==> config.mk <==
export PLATFORM = sky130hd
export DESIGN_NAME = vga_sync_gen_flat
export DESIGN_NICKNAME = d
export VERILOG_FILES = /design/src/rtl/vga_timing_pkg.sv /design/src/rtl/vga_sync_gen_if.sv /design/src/rtl/vga_pixel_tick.sv /design/src/rtl/vga_sync_gen.sv /design/src/flat_wrapper.sv
export SDC_FILE = /design/constraint.sdc
export NUM_CORES = 1
export LEC_CHECK = 0
export CAP_MARGIN = 20
export CORE_MARGIN = 5
export CORE_UTILIZATION = 53
export CTS_BUF_LIST = sky130_fd_sc_hd__clkbuf_8
export DETAILED_ROUTE_END_ITERATION = 10
export MAX_ROUTING_LAYER = met4
export PLACE_DENSITY_LB_ADDON = 0.15
export SETUP_SLACK_MARGIN = 0.2
export SLEW_MARGIN = 20
export SYNTH_ARGS = -nofsm -noshare
export SYNTH_HDL_FRONTEND = slang
export SYNTH_SLANG_ARGS = --single-unit
==> constraint.sdc <==
create_clock -name clk -period 2.56 [get_ports clk]
set_input_delay 0.512 -clock clk [delete_from_list [all_inputs] [get_ports clk]]
set_output_delay 0.512 -clock clk [all_outputs]
set_load 0.005 [all_outputs]
==> src/rtl/vga_timing_pkg.sv <==
// Default 640x480@60 timing constants and counter width shared by the VGA sync generator.
package vga_timing_pkg;
  localparam int CNT_W      = 10;

  localparam int DEF_H_DISP = 640;
  localparam int DEF_H_FP   = 16;
  localparam int DEF_H_SYNC = 96;
  localparam int DEF_H_BP   = 48;
  localparam int DEF_V_DISP = 480;
  localparam int DEF_V_FP   = 10;
  localparam int DEF_V_SYNC = 2;
  localparam int DEF_V_BP   = 33;

  localparam int DEF_H_TOTAL = DEF_H_DISP + DEF_H_FP + DEF_H_SYNC + DEF_H_BP;
  localparam int DEF_V_TOTAL = DEF_V_DISP + DEF_V_FP + DEF_V_SYNC + DEF_V_BP;
endpackage

==> src/rtl/vga_sync_gen_if.sv <==
// Timing bundle driven by vga_sync_gen; frame_tick exists only when VGA_FRAME_TICK_EN is defined.
interface vga_sync_gen_if;
  import vga_timing_pkg::*;

  logic             p_tick;
  logic [CNT_W-1:0] HCount;
  logic [CNT_W-1:0] VCount;
  logic             hsync;
  logic             vsync;
  logic             video_on;
`ifdef VGA_FRAME_TICK_EN
  logic             frame_tick;
`endif

  modport master (
    output p_tick, HCount, VCount, hsync, vsync, video_on
`ifdef VGA_FRAME_TICK_EN
    , output frame_tick
`endif
  );

  modport slave (
    input p_tick, HCount, VCount, hsync, vsync, video_on
`ifdef VGA_FRAME_TICK_EN
    , input frame_tick
`endif
  );
endinterface

==> src/rtl/vga_pixel_tick.sv <==
// Pixel-rate enable: div_cnt counts 0..PIX_DIV-1, p_tick marks its last value.
module vga_pixel_tick #(
  parameter int PIX_DIV = 2
) (
  input  logic clk,
  input  logic rst_n,
  output logic p_tick
);
  // One bit is still kept for PIX_DIV=1 so the counter sits at 0 and p_tick stays high.
  localparam int               DIV_W    = (PIX_DIV > 1) ? $clog2(PIX_DIV) : 1;
  localparam logic [DIV_W-1:0] DIV_LAST = DIV_W'(PIX_DIV - 1);

  logic [DIV_W-1:0] div_cnt_reg;
  logic [DIV_W-1:0] div_cnt_next;

  always_comb begin
    div_cnt_next = div_cnt_reg + DIV_W'(1);
    if (div_cnt_reg == DIV_LAST)
      div_cnt_next = '0;
  end

  always_ff @(posedge clk or negedge rst_n) begin
    if (!rst_n)
      div_cnt_reg <= '0;
    else
      div_cnt_reg <= div_cnt_next;
  end

  assign p_tick = (div_cnt_reg == DIV_LAST);
endmodule

==> src/rtl/vga_sync_gen.sv <==
// VGA raster counters with registered sync/visible flags decoded from the next-state counts.
// Optional start-of-frame pulse when VGA_FRAME_TICK_EN is defined.
module vga_sync_gen
  import vga_timing_pkg::*;
#(
  parameter int PIX_DIV = 2,
  parameter int H_DISP  = DEF_H_DISP,
  parameter int H_FP    = DEF_H_FP,
  parameter int H_SYNC  = DEF_H_SYNC,
  parameter int H_BP    = DEF_H_BP,
  parameter int V_DISP  = DEF_V_DISP,
  parameter int V_FP    = DEF_V_FP,
  parameter int V_SYNC  = DEF_V_SYNC,
  parameter int V_BP    = DEF_V_BP
) (
  input  logic           clk,
  input  logic           rst_n,
  vga_sync_gen_if.master vga
);
  localparam int H_TOTAL = H_DISP + H_FP + H_SYNC + H_BP;
  localparam int V_TOTAL = V_DISP + V_FP + V_SYNC + V_BP;

  localparam logic [CNT_W-1:0] H_LAST   = CNT_W'(H_TOTAL - 1);
  localparam logic [CNT_W-1:0] V_LAST   = CNT_W'(V_TOTAL - 1);
  localparam logic [CNT_W-1:0] H_VIS    = CNT_W'(H_DISP);
  localparam logic [CNT_W-1:0] V_VIS    = CNT_W'(V_DISP);
  localparam logic [CNT_W-1:0] HS_FIRST = CNT_W'(H_DISP + H_FP);
  localparam logic [CNT_W-1:0] HS_LAST  = CNT_W'(H_DISP + H_FP + H_SYNC - 1);
  localparam logic [CNT_W-1:0] VS_FIRST = CNT_W'(V_DISP + V_FP);
  localparam logic [CNT_W-1:0] VS_LAST  = CNT_W'(V_DISP + V_FP + V_SYNC - 1);

  logic             p_tick;
  logic [CNT_W-1:0] h_count_reg, h_count_next;
  logic [CNT_W-1:0] v_count_reg, v_count_next;
  logic             hsync_reg, hsync_next;
  logic             vsync_reg, vsync_next;
  logic             video_on_reg, video_on_next;

  vga_pixel_tick #(.PIX_DIV(PIX_DIV)) u_pixel_tick (
    .clk    (clk),
    .rst_n  (rst_n),
    .p_tick (p_tick)
  );

  always_comb begin
    h_count_next = h_count_reg;
    v_count_next = v_count_reg;
    if (p_tick) begin
      if (h_count_reg == H_LAST) begin
        h_count_next = '0;
        v_count_next = (v_count_reg == V_LAST) ? '0 : v_count_reg + CNT_W'(1);
      end else begin
        h_count_next = h_count_reg + CNT_W'(1);
      end
    end
    // Decoding the next counts keeps the flags aligned with the coordinates they accompany.
    hsync_next    = !((h_count_next >= HS_FIRST) && (h_count_next <= HS_LAST));
    vsync_next    = !((v_count_next >= VS_FIRST) && (v_count_next <= VS_LAST));
    video_on_next = (h_count_next < H_VIS) && (v_count_next < V_VIS);
  end

  always_ff @(posedge clk or negedge rst_n) begin
    if (!rst_n) begin
      h_count_reg  <= '0;
      v_count_reg  <= '0;
      hsync_reg    <= 1'b1;
      vsync_reg    <= 1'b1;
      video_on_reg <= 1'b1;
    end else begin
      h_count_reg  <= h_count_next;
      v_count_reg  <= v_count_next;
      hsync_reg    <= hsync_next;
      vsync_reg    <= vsync_next;
      video_on_reg <= video_on_next;
    end
  end

`ifdef VGA_FRAME_TICK_EN
  logic frame_tick_reg;
  logic frame_tick_next;

  // Set only by the wrap out of the last pixel, so reset release never produces a pulse.
  assign frame_tick_next = p_tick && (h_count_reg == H_LAST) && (v_count_reg == V_LAST);

  always_ff @(posedge clk or negedge rst_n) begin
    if (!rst_n)
      frame_tick_reg <= 1'b0;
    else
      frame_tick_reg <= frame_tick_next;
  end

  assign vga.frame_tick = frame_tick_reg;
`endif

  assign vga.p_tick   = p_tick;
  assign vga.HCount   = h_count_reg;
  assign vga.VCount   = v_count_reg;
  assign vga.hsync    = hsync_reg;
  assign vga.vsync    = vsync_reg;
  assign vga.video_on = video_on_reg;
endmodule

==> src/flat_wrapper.sv <==
// flat-port wrapper written by rule: the top's interface ports become plain ports
module vga_sync_gen_flat import vga_timing_pkg::*;
#(
  parameter int PIX_DIV = 2,
  parameter int H_DISP  = DEF_H_DISP,
  parameter int H_FP    = DEF_H_FP,
  parameter int H_SYNC  = DEF_H_SYNC,
  parameter int H_BP    = DEF_H_BP,
  parameter int V_DISP  = DEF_V_DISP,
  parameter int V_FP    = DEF_V_FP,
  parameter int V_SYNC  = DEF_V_SYNC,
  parameter int V_BP    = DEF_V_BP
)
  (clk, rst_n, vga_p_tick, vga_HCount, vga_VCount, vga_hsync, vga_vsync, vga_video_on);
  vga_sync_gen_if vga_i ();
  input  logic clk;
  input  logic rst_n;
  output wire logic [$bits(vga_i.p_tick)-1:0] vga_p_tick;
  output wire logic [$bits(vga_i.HCount)-1:0] vga_HCount;
  output wire logic [$bits(vga_i.VCount)-1:0] vga_VCount;
  output wire logic [$bits(vga_i.hsync)-1:0] vga_hsync;
  output wire logic [$bits(vga_i.vsync)-1:0] vga_vsync;
  output wire logic [$bits(vga_i.video_on)-1:0] vga_video_on;
  assign vga_p_tick = vga_i.p_tick;
  assign vga_HCount = vga_i.HCount;
  assign vga_VCount = vga_i.VCount;
  assign vga_hsync = vga_i.hsync;
  assign vga_vsync = vga_i.vsync;
  assign vga_video_on = vga_i.video_on;
  vga_sync_gen #(.PIX_DIV(PIX_DIV), .H_DISP(H_DISP), .H_FP(H_FP), .H_SYNC(H_SYNC), .H_BP(H_BP), .V_DISP(V_DISP), .V_FP(V_FP), .V_SYNC(V_SYNC), .V_BP(V_BP)) u_core (.clk(clk), .rst_n(rst_n), .vga(vga_i));
endmodule
# Word level (Yosys, flattened, before mapping)
# Cells that the tools add are included.
# classes
n_addsub	3
order_cmp	6
eq_ne	2
n_mux	6
reduce_logical	5
# op_table
operator	n
2-to-1 mux 10 bit	5
adder 10 x 1 -> 10 bit, second input constant	2
== test 10 bit, second input constant	2
>= comparator 10 bit, second input constant	1
>= comparator 10 x 9 -> 1 bit, second input constant	1
less-or-equal comparator 10 bit, second input constant	1
less-or-equal comparator 10 x 9 -> 1 bit, second input constant	1
less-than comparator 10 bit, second input constant	1
less-than comparator 10 x 9 -> 1 bit, second input constant	1
logical AND 1 bit	3
logical NOT 1 bit	2
adder 1 bit, second input constant	1
2-to-1 mux 1 bit	1
# totals
regBits	24
output_inout_bits	24

# Logic depth before layout (Yosys ltp)
# depth
ltp_word	7
ltp_mapped	8
depth_no_buf	6

# Hierarchy
# Synthesis repeated with hierarchy kept, for this count alone.
# hier_totals
hier_cells	147
hier_area_um2	1370.1
# modules_own_cells
module	instances	cells_per_inst	area_per_inst_um2	seq_area_each_um2
vga_sync_gen	1	145	1341.3	579.3
vga_pixel_tick	1	2	28.8	25.0

# Worst setup path after synthesis
# OpenSTA, ideal clock, no wires.
# synth_timing
path_kind	reg2reg
start	register u_core.h_count_reg[0] (netlist: u_core.vga.HCount[0])
end	register u_core.hsync_reg (netlist: u_core.vga.hsync)
setup_ps	94
t_arrival_ps	1973
required_ps	2466
setup_slack_ps	493
path_stages_with_launch	7
path_buffers	1
cell_sequence	dfrtp_1 > ha_1 > nand3_2 > or4_1 > buf_2 > o21a_1 > or4_1
# synth_between
elab_chain_len	6
# synth_rtl
item	line_no	rtl
from (decl)	vga_sync_gen.sv:33	logic [CNT_W-1:0] h_count_reg, h_count_next;
from (signal assigned)	vga_sync_gen.sv:70	h_count_reg <= h_count_next;
adder 10 x 1 -> 10 bit or == test 10 bit (tied branches)	vga_sync_gen.sv:53, vga_sync_gen.sv:49	
2-to-1 mux 10 bit (*)	vga_sync_gen.sv:49	if (h_count_reg == H_LAST) begin
2-to-1 mux 10 bit (*)	vga_sync_gen.sv:48	if (p_tick) begin
named net u_core.h_count_next[8]	vga_sync_gen.sv:33	
>= comparator 10 bit or less-or-equal comparator 10 bit (tied branches)	vga_sync_gen.sv:57	hsync_next = !((h_count_next >= HS_FIRST) && (h_count_next <= HS_LAST));
logical AND 1 bit (*)	vga_sync_gen.sv:57	
logical NOT 1 bit (*)	vga_sync_gen.sv:57	
named net u_core.hsync_next	vga_sync_gen.sv:35	logic hsync_reg, hsync_next;
to (signal assigned)	vga_sync_gen.sv:72	hsync_reg <= hsync_next;
to (decl)	vga_sync_gen.sv:35	
# The timed path passes the listed nets; every way through them passes the cells marked *.

# Worst setup path in the final report
# Same ends and word-level chain as after synthesis.

==> reports/results.txt <==
status: completed
Final TNS setup: 0 ps
stages on the worst setup path: 5
reg-to-reg slack, setup: 390 ps
Rel. slew slack: 0.720
WL per Instance: 16.5 um
Syn-to-layout area delta: 24.8%
Setup Buffers After CTS: 0
WHS: 581 ps
max cap viols: 0
final hold viol count: 0
initial antenna violation count: 0
Final Max Slew Viols: 0
Yosys warning count: 0
Worst path slowest cell: or4_1
share of post-route cells with drive strength above 1: 0.0686
CP top delay family: simple AND/OR/NAND/NOR gates
Crit path buffers/inverters: 0
# placed instances: 201
vias in the first global route: 1,264
gpl congestion: 0.911
GRT Overall Usage: 0.208
CTS tree: done
first-pass GRT wire length: 5580 um
Final Critical Period: 2170 ps
Root Driver: clkbuf_8
HPWL Detailed: 2360 um
Crit Path Max Fanout: 6
post-route DRC violation count: 0
Post-Syn Instances: 149
crit path capture type: flop
ranking of synthesized cells by area: dfrtp_1, dfstp_2, xnor2_1
via count: 1,278
sequential cell area fraction in the yosys report: 0.440
RSZ-0062 raised after global routing: no
Max Freq: 460 MHz
CTS H-tree depth: 1
PwrDens: 361 mW/mm2
Worst EP required: 2750 ps
crit-path most repeated cell: or4_1
clock skew: 5.27 ps
Setup crit end: u_core.vga.hsync$_DFF_PN1_
remaining global-route overflow: 0
Reg clk slew, reported paths: 90 ps
die width: 60.9 um
syn_nets: 154
Reg2Reg Launch Point: u_core.vga.HCount[0]$_DFF_PN0_
core box area: 0.00248 mm2
largest net degree at the start of global routing: 25
flops & latches, synth: 24
quantity of gates resized following cts: 0
Die Ht: 60.9 um
Routed Antenna Nets: 0
worst-skew pair later-pin latency: 270 ps
WL final: 3380 um
CP startpoint: u_core.vga.HCount[0]$_DFF_PN0_
starting DRC count in detailed routing: 84
Final period util: 0.849
worst-margin pin slew: 416 ps
CP max stage delay: 660 ps
top cell type's share of synthesized area: 0.383
DR pass1 iterations: 5
crit path cell chain: ha_1 -> nand3_2 -> or4_1 -> o21a_1 -> or4_1
Yosys top cell by area: dfrtp_1
hold_buf cts: 0
type of origin of the critical path: flop
die area: 0.00371 mm2
Worst EP arrival: 2370 ps
final net count: 181
Static Leak: 0.673 nW
Finish-stage setup viols: 0
distinct cell type count after synthesis: 38
CTS Buf Count: 3
Peak supply drop: 0.382 mV
Clock Sinks: 24
Mean Syn Cell Area: 9.22 um2
CTS max path bufs: 2
mapped cell area: 0.00137 mm2
Final Non-Filler Cells: 205
diodes inserted: 0
critical path class: flop to flop
vias per cell: 6.23
# IOs: 26
I/O Buffers: 25
min-delay worst type: flop to flop
worst-case reg-to-reg path depth: 5
Initial Utilization: 0.555
Total Power: 0.000619 W
row count: 18
terminus of the critical flop-to-flop path: u_core.vga.hsync$_DFF_PN1_
==> power breakdown <==
part,total [W],internal [W],leakage [nW],switching [W]
Sequential,0.000379,0.000379,0.311,0
Combinational,0.00000960,0.00000233,0.335,0.00000727
Clock,0.000231,0.000107,0.0269,0.000123
Total,0.000619,0.000489,0.673,0.000130
==> per-layer routing <==
layer,vias up,GRT usage,wire length [um]
li1,598,-,-
met1,598,0.237,1440
met2,64,0.344,1610
met3,18,0.0426,204
met4,0,0.102,129
met5,-,-,0
==> synth_stat cells <==
master and count:
dfrtp_1 21, nand2_1 18, nor2_1 10, xnor2_1 9
inv_1 8, o21ai_0 8, nand4_1 7, a31oi_1 5
a21oi_1 4, buf_2 4, nand3_1 4, and2_1 3
and3_1 3, dfstp_2 3, ha_1 3, nand4b_1 3
nor4_1 3, o31ai_1 3, or3_1 3, or4_1 3
clkbuf_1 2, mux2i_1 2, nor3_1 2, o211ai_1 2
o21a_1 2, xor2_1 2, a2111o_1 1, a21boi_0 1
and4_1 1, mux2_2 1, nand2b_1 1, nand3_2 1
nor3b_1 1, nor4_2 1, nor4b_1 1, nor4bb_1 1
o2111ai_1 1, o22a_1 1
==> final cells by class <==
cell class,instances,area (um2)
fillers,193,763
multi-input cells,111,712
flip-flops and latches,24,604
repair buffers,28,285
clock buffers,3,41.3
well taps,30,37.5
inverters,8,30.0
clock inverters,1,3.75
==> through the flow <==
step,setup slack [ps],instance area [um2],util
floorplan,493,1370,-
global placement,440,1670,0.674
detailed placement,386,1670,0.674
CTS,376,1710,0.692
global route,270,1710,0.692
finish,386,1710,0.692
==> cell usage in the layout (no fill, tap or decap), types with 2 or more instances in the layout <==
master / count
a21oi_1: 4
a31oi_1: 5
and2_1: 3
and3_1: 3
buf_4: 2
clkbuf_8: 3
clkdlybuf4s50_1: 25
dfrtp_1: 21
dfstp_2: 3
ha_1: 3
inv_1: 9
mux2i_1: 2
nand2_1: 18
nand3_1: 4
nand4_1: 7
nand4b_1: 3
nor2_1: 10
nor3_1: 2
nor4_1: 3
o211ai_1: 2
o21a_1: 2
o21ai_0: 8
o31ai_1: 3
or3_1: 3
or4_1: 3
xnor2_1: 9
xor2_1: 2
==> kinds of logic (layout without fill, tap and decap cells) <==
family,count (synthesis),count (layout),synth area share
and+or+nand+nor,66,66,0.267
DFF,24,24,0.440
xor gates and xnor gates,11,11,0.0701
AOI/OAI and AO/OA,28,28,0.131
buffers and inverters,14,40,0.0419
adders and majority gates,3,3,0.0273
muxes,3,3,0.0228
==> worst min-delay path by stage <==
stage | from | endpoint | cells past startpoint
2_1_floorplan | rst_n | u_core.u_pixel_tick.p_tick$_DFF_PN0_ | 0
3_3_place_gp | u_core.vga.HCount[1]$_DFF_PN0_ | u_core.vga.HCount[1]$_DFF_PN0_ | 1
3_5_place_dp | u_core.vga.HCount[1]$_DFF_PN0_ | u_core.vga.HCount[1]$_DFF_PN0_ | 1
4_1_cts | u_core.vga.HCount[1]$_DFF_PN0_ | u_core.vga.HCount[1]$_DFF_PN0_ | 1
5_1_grt | rst_n | u_core.vga.HCount[0]$_DFF_PN0_ | 2
6_report | u_core.vga.HCount[1]$_DFF_PN0_ | u_core.vga.HCount[1]$_DFF_PN0_ | 1
No activity file was read; power rests on OpenSTA's default activity.
